<file path="config.mk">
export PLATFORM = sky130hd
export DESIGN_NAME = mcycle_unit_flat
export DESIGN_NICKNAME = d
export VERILOG_FILES = /design/src/rtl/mcycle_pkg.sv /design/src/rtl/mcycle_if.sv /design/src/rtl/mcycle_step.sv /design/src/rtl/mcycle_unit.sv /design/src/flat_wrapper.sv
export SDC_FILE = /design/constraint.sdc
export NUM_CORES = 1
export LEC_CHECK = 0
export BUFFER_PORTS_ARGS = -buffer_cell sky130_fd_sc_hd__buf_2
export CAP_MARGIN = 40
export CORE_MARGIN = 2
export CORE_UTILIZATION = 52
export CTS_CLUSTER_SIZE = 30
export DETAILED_ROUTE_END_ITERATION = 16
export GPL_TIMING_DRIVEN = 0
export PLACE_DENSITY_LB_ADDON = 0.1
export RECOVER_POWER = 50
export SETUP_SLACK_MARGIN = 0.02
export SKIP_LAST_GASP = 1
export SYNTH_ARGS = -nofsm -noshare
export SYNTH_HDL_FRONTEND = slang
export SYNTH_SLANG_ARGS = --single-unit
</file>
<file path="constraint.sdc">
create_clock -name CLK -period 6.7 [get_ports CLK]
set_input_delay 1.34 -clock CLK [delete_from_list [all_inputs] [get_ports CLK]]
set_output_delay 1.34 -clock CLK [all_outputs]
set_load 0.02 [all_outputs]
</file>
<file path="src/rtl/mcycle_pkg.sv">
// Shared definitions for the iterative multiply/divide unit: default width,
// operation encodings and controller states.
package mcycle_pkg;

  localparam int MC_WIDTH = 32;

  typedef enum logic [1:0] {
    MC_MULU = 2'b00,
    MC_MUL  = 2'b01,
    MC_DIVU = 2'b10,
    MC_DIV  = 2'b11
  } mcycle_op_e;

  typedef enum logic {
    MC_IDLE,
    MC_COMPUTE
  } mcycle_state_e;

endpackage

</file>
<file path="src/rtl/mcycle_if.sv">
// Request/result bundle between the execute stage and the multiply/divide unit.
interface mcycle_if #(
  parameter int WIDTH = mcycle_pkg::MC_WIDTH
);

  logic             Start;
  logic [1:0]       MCycleOp;
  logic [WIDTH-1:0] Operand1;
  logic [WIDTH-1:0] Operand2;
  logic [WIDTH-1:0] Result1;
  logic [WIDTH-1:0] Result2;
  logic             Busy;
  logic             Done;

  modport master (
    output Start, MCycleOp, Operand1, Operand2,
    input  Result1, Result2, Busy, Done
  );

  modport slave (
    input  Start, MCycleOp, Operand1, Operand2,
    output Result1, Result2, Busy, Done
  );

endinterface

</file>
<file path="src/rtl/mcycle_step.sv">
// One combinational iteration: shift-add multiply or restoring divide on a
// double-width accumulator. For divide the new quotient bit is returned
// separately and the accumulator LSB is left clear.
module mcycle_step
  import mcycle_pkg::*;
#(
  parameter int WIDTH = MC_WIDTH
) (
  input  logic [2*WIDTH-1:0] accIn,
  input  logic [WIDTH-1:0]   operand,
  input  logic               isDiv,
  output logic [2*WIDTH-1:0] accOut,
  output logic               qBit
);

  logic [WIDTH:0]   sum;
  logic [WIDTH:0]   remShift;
  logic [WIDTH-1:0] diff;

  // The shifted remainder needs one extra bit before the trial subtract;
  // when it does not borrow the true difference always fits in WIDTH bits.
  always_comb begin
    sum      = {1'b0, accIn[2*WIDTH-1:WIDTH]} + (accIn[0] ? {1'b0, operand} : '0);
    remShift = accIn[2*WIDTH-1:WIDTH-1];
    diff     = remShift[WIDTH-1:0] - operand;
    qBit     = 1'b0;
    accOut   = {sum, accIn[WIDTH-1:1]};
    if (isDiv) begin
      qBit   = (remShift >= {1'b0, operand});
      accOut = {(qBit ? diff : remShift[WIDTH-1:0]), accIn[WIDTH-2:0], 1'b0};
    end
  end

endmodule

</file>
<file path="src/rtl/mcycle_unit.sv">
// Iterative signed/unsigned 32x32 multiply and 32/32 divide. Works on
// magnitudes for WIDTH cycles, then applies sign correction on the last one.
module mcycle_unit
  import mcycle_pkg::*;
#(
  parameter int WIDTH = MC_WIDTH
) (
  input  logic     CLK,
  input  logic     RESETn,
  mcycle_if.slave  bus
);

  localparam int             CW   = $clog2(WIDTH);
  localparam logic [CW-1:0]  LAST = CW'(WIDTH - 1);

  mcycle_state_e      state, stateNext;
  mcycle_op_e         opIn;
  logic [CW-1:0]      count;
  logic               load, lastIter;
  logic               isDiv, negMain, negRem;
  logic               sign1, sign2, loadDiv;
  logic [WIDTH-1:0]   mag1, mag2, operand;
  logic [2*WIDTH-1:0] acc, stepAcc, iterAcc, prod;
  logic [WIDTH-1:0]   quot, rem, res1, res2;
  logic               qBit;

  mcycle_step #(.WIDTH(WIDTH)) step (
    .accIn   (acc),
    .operand (operand),
    .isDiv   (isDiv),
    .accOut  (stepAcc),
    .qBit    (qBit)
  );

  always_comb begin
    opIn    = mcycle_op_e'(bus.MCycleOp);
    loadDiv = (opIn == MC_DIVU) || (opIn == MC_DIV);
    sign1   = ((opIn == MC_MUL) || (opIn == MC_DIV)) && bus.Operand1[WIDTH-1];
    sign2   = ((opIn == MC_MUL) || (opIn == MC_DIV)) && bus.Operand2[WIDTH-1];
    mag1    = sign1 ? -bus.Operand1 : bus.Operand1;
    mag2    = sign2 ? -bus.Operand2 : bus.Operand2;
  end

  always_ff @(posedge CLK) begin
    if (!RESETn) state <= MC_IDLE;
    else         state <= stateNext;
  end

  // Busy rises combinationally with Start so the requester stalls at once.
  always_comb begin
    stateNext = state;
    load      = 1'b0;
    lastIter  = 1'b0;
    bus.Busy  = 1'b0;
    case (state)
      MC_IDLE: begin
        if (bus.Start) begin
          load      = 1'b1;
          bus.Busy  = 1'b1;
          stateNext = MC_COMPUTE;
        end
      end
      MC_COMPUTE: begin
        bus.Busy = 1'b1;
        if (count == LAST) begin
          lastIter  = 1'b1;
          stateNext = MC_IDLE;
        end
      end
      default: stateNext = MC_IDLE;
    endcase
  end

  // A product is negated as one double-width value; quotient and remainder
  // each carry their own sign.
  always_comb begin
    iterAcc = isDiv ? {stepAcc[2*WIDTH-1:1], qBit} : stepAcc;
    prod    = negMain ? -iterAcc : iterAcc;
    quot    = negMain ? -iterAcc[WIDTH-1:0] : iterAcc[WIDTH-1:0];
    rem     = negRem ? -iterAcc[2*WIDTH-1:WIDTH] : iterAcc[2*WIDTH-1:WIDTH];
    res1    = isDiv ? quot : prod[WIDTH-1:0];
    res2    = isDiv ? rem : prod[2*WIDTH-1:WIDTH];
  end

  always_ff @(posedge CLK) begin
    if (!RESETn) begin
      count       <= '0;
      acc         <= '0;
      operand     <= '0;
      isDiv       <= 1'b0;
      negMain     <= 1'b0;
      negRem      <= 1'b0;
      bus.Result1 <= '0;
      bus.Result2 <= '0;
      bus.Done    <= 1'b0;
    end else begin
      bus.Done <= lastIter;
      if (load) begin
        count   <= '0;
        isDiv   <= loadDiv;
        negMain <= sign1 ^ sign2;
        negRem  <= sign1;
        operand <= loadDiv ? mag2 : mag1;
        acc     <= {{WIDTH{1'b0}}, (loadDiv ? mag1 : mag2)};
      end else if (state == MC_COMPUTE) begin
        count <= count + 1'b1;
        acc   <= iterAcc;
        if (lastIter) begin
          bus.Result1 <= res1;
          bus.Result2 <= res2;
        end
      end
    end
  end

endmodule

</file>
<file path="src/flat_wrapper.sv">
// flat-port wrapper written by rule: the top's interface ports become plain ports
module mcycle_unit_flat import mcycle_pkg::*;
#(
  parameter int WIDTH = MC_WIDTH
)
  (CLK, RESETn, bus_Start, bus_MCycleOp, bus_Operand1, bus_Operand2, bus_Result1, bus_Result2, bus_Busy, bus_Done);
  mcycle_if #(.WIDTH(WIDTH)) bus_i ();
  input  logic CLK;
  input  logic RESETn;
  input wire logic [$bits(bus_i.Start)-1:0] bus_Start;
  input wire logic [$bits(bus_i.MCycleOp)-1:0] bus_MCycleOp;
  input wire logic [$bits(bus_i.Operand1)-1:0] bus_Operand1;
  input wire logic [$bits(bus_i.Operand2)-1:0] bus_Operand2;
  output wire logic [$bits(bus_i.Result1)-1:0] bus_Result1;
  output wire logic [$bits(bus_i.Result2)-1:0] bus_Result2;
  output wire logic [$bits(bus_i.Busy)-1:0] bus_Busy;
  output wire logic [$bits(bus_i.Done)-1:0] bus_Done;
  assign bus_i.Start = bus_Start;
  assign bus_i.MCycleOp = bus_MCycleOp;
  assign bus_i.Operand1 = bus_Operand1;
  assign bus_i.Operand2 = bus_Operand2;
  assign bus_Result1 = bus_i.Result1;
  assign bus_Result2 = bus_i.Result2;
  assign bus_Busy = bus_i.Busy;
  assign bus_Done = bus_i.Done;
  mcycle_unit #(.WIDTH(WIDTH)) u_core (.CLK(CLK), .RESETn(RESETn), .bus(bus_i));
endmodule
</file>
---- After elaboration in Yosys (flattened, before gate mapping) ----
Index checks and enable logic that the tools add are counted.
operators by class
  add/sub/neg operators ................... 8
  $lt $le $gt $ge ......................... 1
  equal/unequal tests ..................... 4
  mux-type cells .......................... 22
  bitwise operators ....................... 4
  reductions and logical operators ........ 7
operators with widths
  kind                 number
  $mux 32              12
  $mux 64              2
  $neg 32->32          4
  $neg 64->64          1
  $add 32x32->33       1
  $ge 33x32->1         1
  $sub 32x32->32       1
  $mux 1               6
  $add 5x1->5 const B  1
  $eq 5x5->1 const B   1
  $eq 2x2->1 const B   2
  $pmux 1 s2           2
  $not 1->1            3
  $reduce_and 3->1     1
  $eq 2x1->1 const B   1
  $logic_and 1x1->1    2
  $logic_or 1x1->1     2
  $reduce_bool 2->1    1
  $reduce_or 2->1      1
  $xor 1x1->1          1
storage, ports and cells
  flip-flop bits (word level) ............. 170
  input port bits ......................... 69
  word-level logic and storage cells ...... 57

---- Longest topological paths before layout ----
  word-level depth ........................ 7
  depth in mapped cells ................... 22
  mapped depth without buffers ............ 20

---- Cells and area by module ----
From an unflattened synthesis, not the netlist that was laid out.
unflattened totals
  cells, all modules ...................... 1,977
  area total of the unflattened synthesis .. 14,841.7 um^2
by module, submodules not included
  module       times used  cells an instance  area each (um^2)  sequential area each (um^2)
  mcycle_unit  1           1,299              10,172.3          3,403.3
  mcycle_step  1           678                4,669.5           0.0

---- Least setup slack after synthesis ----
OpenSTA, ideal clock, no wires.
  path kind ............................... register to register
  start ................................... reg u_core.isDiv
  end ..................................... reg u_core.bus.Result2[12]
  library setup time ...................... 115 ps
  arrival time ............................ 4,764 ps
  slack ................................... 1,822 ps
  stages on the path, launching flop included .. 22
  period minus slack after synthesis ...... 4,878 ps
  path through ............................ dfxtp_1 > clkbuf_1 > buf_2 > buf_1 > buf_2 > buf_2 > clkbuf_1 > clkbuf_1 > mux2i_1 > ha_1 > o21ai_0 > or4_1 > nor2_1 > nand3_1 > inv_1 > nand3_1 > o21ai_0 > nand2b_1 > o21ai_0 > xnor2_1 > o21ai_0 > and2_1
between the ends
  longest elaborated chain between the ends .. 5
  elaborated cells on any way between the ends .. 7
  classes of those cells .................. add/sub (2); mux (5)
RTL lines
  item                      RTL line            text
  start: declaration        mcycle_unit.sv:20   logic isDiv, negMain, negRem;
  start signal: assignment  mcycle_unit.sv:100  isDiv <= loadDiv;
  $mux 64                   mcycle_step.sv:28   if (isDiv) begin
  $mux 1                    mcycle_unit.sv:77   iterAcc = isDiv ? {stepAcc[2*WIDTH-1:1], qBit} : stepAcc;
  $neg 64->64               mcycle_unit.sv:78   prod = negMain ? -iterAcc : iterAcc;
  $mux 64                   mcycle_unit.sv:78
  $mux 32 (*)               mcycle_unit.sv:82   res2 = isDiv ? rem : prod[2*WIDTH-1:WIDTH];
  end signal: assignment    mcycle_unit.sv:110  bus.Result2 <= res2;
  end: declaration          mcycle_if.sv:22     output Result1, Result2, Busy, Done
Mark *: on every way between the ends. The rest lies on a longest branch, timed or not.
A chain may end at the register's enable or synchronous reset.

---- Worst setup path after layout ----
  start ................................... reg u_core.isDiv
  end ..................................... reg u_core.bus.Result2[22]
The elaborated chain is that of the path after synthesis.

==> impl_metrics.ini <==
[clock_network]
cts_root_buf = clkbuf_16
cts_made_buffers = 17
clock_latency_ns = 0.46
cts_sinks = 170
h-tree-depth = 4
cts_tree = yes
path_clk_slew_ns = 0.07
cts_max_path_buffers = 2
post_cts_buffers = 0

[sta]
setup_tns_ns = 0
worst_slew_pin_slew_ns = 0.978
max_freq_ghz = 0.158
rsz0062_at_grt = false
period_share = 0.947
setup_slack_ns = 0.354
slew_headroom = 0.348
skew_ns = 0.0154
hold_viol_final = 0
finalSetupViolations = 0
finalCriticalPeriod_ns = 6.35
report.final.slew_viol_count = 0

[layout]
fillCellCount = 2890
design_area_um2 = 17400
multi_input_area_um2 = 11500
final_common_cell = nand2_1
syn2layout_area_growth_pct = 10.7
drive_above_1_share = 0.0873
n_antenna_cell = 0
final_nets = 2419
final_cell_mix = 270 x nand2_1, 178 x nor2_1, 174 x o21ai_0
post-route-util = 0.586
area.sequential_um2 = 3400

[critical_path]
cp-end-kind = flip-flop
path_cells = clkbuf_1, buf_4, buf_2, buf_2, clkbuf_1, buf_8, mux2i_1, ha_1, o21ai_0, or4_1, nor2_1, nand3b_1, o21ai_0, and3_1, a31oi_1, nor4b_1, nor2_1, xor2_1, a21oi_1
worstPathRequired_ns = 7.02
start_kind = flip-flop
worst_path_max_delay_cell = or4_1
crit_arrival_ns = 6.67
path_class = flip-flop to flip-flop
cpPeakStageDelay_ns = 0.63
critPathMaxFanout = 19

[placement]
port_buffers = 132
hpwl_um = 48100
gp_congestion = 1.01
pre_cts_slack_ns = -0.521
placed_area_um2 = 16900

[route]
final_antenna_net_count = 0
vias = 16900
drt_pass1_iterations = 6
drc = 0
vias_per_cell = 6.32
drt_wl_total_um = 59500
drt_iter0_markers = 1882
wl_per_cell_um = 22.2

[power]
powerDensity_nw_per_um2 = 196
peakVddDrop_mv = 0.205
power.leakage_nw = 7.02

[grt]
gr-usage-all-layers = 0.379
antenna_found_initial = 0
grt_pass1_wl_um = 91500
grt_pass1_vias = 16300
overflow = 0
grt_max_degree = 20

[floorplanning]
rows = 63
start_util = 0.529
die_w_um = 178
die_y_um = 178
core_area_um2 = 29700
ios = 135
dieArea_um2 = 31700

[logic_synthesis]
ys_seq_area_frac = 0.216
ys_types = 107
synthCells = 2126
yosysWarnings = 0
netlist_top_cells_area = dfxtp_1 22%, nand2_1 6.4%, xnor2_1 6.0%
syn_area_um2 = 15700
async_flop_share = 0
syn-num-nets = 2267
synthDominantCellAreaShare = 0.216
synthFlopType = dfxtp_1
synth_enable_flop_cells = 0
synth-seq-cells = 170
synth_largest_area_cell = dfxtp_1
syn_area_per_cell_um2 = 7.40

[run]
max_cap_violations = 0

[min_path]
holdCritPathClass = flip-flop to flip-flop

[run_status]
outcome = finished, final reports clean
[cell type report]
cell class / count / share of cell area
inverters: 73 / 0.0157
plain buffers: 131 / 0.0317
flip-flops and latches: 170 / 0.195
well taps: 390 / 0.0280
repair buffers: 135 / 0.0347
clock inverters: 15 / 0.0116
clock buffers: 17 / 0.0244
multi-input cells: 1750 / 0.658
[final timing paths]
kind / from / to / slack (ns) / depth (start not counted)
max: u_core.isDiv / u_core.bus.Result2[22] / 0.35 / 19
min reg2reg: u_core.bus.Result2[25] / u_core.bus.Result2[25] / 0.46 / 2
max reg2reg: u_core.isDiv / u_core.bus.Result2[22] / 0.35 / 19
min: u_core.bus.Result2[25] / u_core.bus.Result2[25] / 0.46 / 2
[state kept, by name (all words and copies together) (netlist names), 5 cells and up]
name / cells
u_core.acc: 64
u_core.bus.Result2: 32
u_core.count: 5
u_core.bus.Result1: 32
u_core.operand: 32
[per-stage QoR]
stage	hold slack, ns	total power, mW	cells
after floorplan	0.449	1.98	2126
after global placement	0.448	2.33	2648
final	0.464	3.41	2681
after detailed placement	0.451	2.34	2651
after global routing	0.494	3.55	2681
after CTS	0.463	3.38	2682
[logic make-up after synthesis]
group	synth area share
compound gates	0.274
xor+xnor	0.0880
buf+inv	0.0530
mux	0.0591
flops	0.216
fa+ha+maj	0.0582
simple gates	0.252
[power breakdown]
| group | internal (mW) | leakage [nW] | switching [mW] |
|---|---|---|---|
| logic | 0.448 | 5.33 | 0.799 |
| clock network | 0.541 | 0.303 | 0.516 |
| registers | 1.05 | 1.38 | 0.0556 |
[critical path, delay by kind of cell (launching register included)]
family	cells	cell delay [ns]
buffers and inverters	6	2.30
AND/OR/NAND/NOR	6	1.77
AO/OA/AOI/OAI	4	0.94
multiplexers	1	0.40
flip-flops	1	0.32
adder cells (fa/ha/maj)	1	0.25
XOR/XNOR	1	0.19
[synth_stat cells, drive strengths merged (42+ instances only)]
cell type,count
clkbuf,98
nand2,273
mux2i,58
xor2,51
o21ai,180
o211ai,42
a21oi,129
ha,70
nor2,179
nand3,62
dfxtp,170
xnor2,107
nor3,44
inv,71
and2,80
[routing by layer]
metal	up-vias	global-route usage	wire length (µm)
met5	-	0	0
met4	0	0.207	3400
met3	179	0.0514	4090
met2	743	0.620	27100
met1	8034	0.480	24900
li1	7979	-	-
[repair_timing]
action,in CTS,in global routing
cloned,0,0
hold buffers,0,0
gates resized for setup,1,1
setup endpoints to repair,16,9
Power figures use the tool's default switching activity.
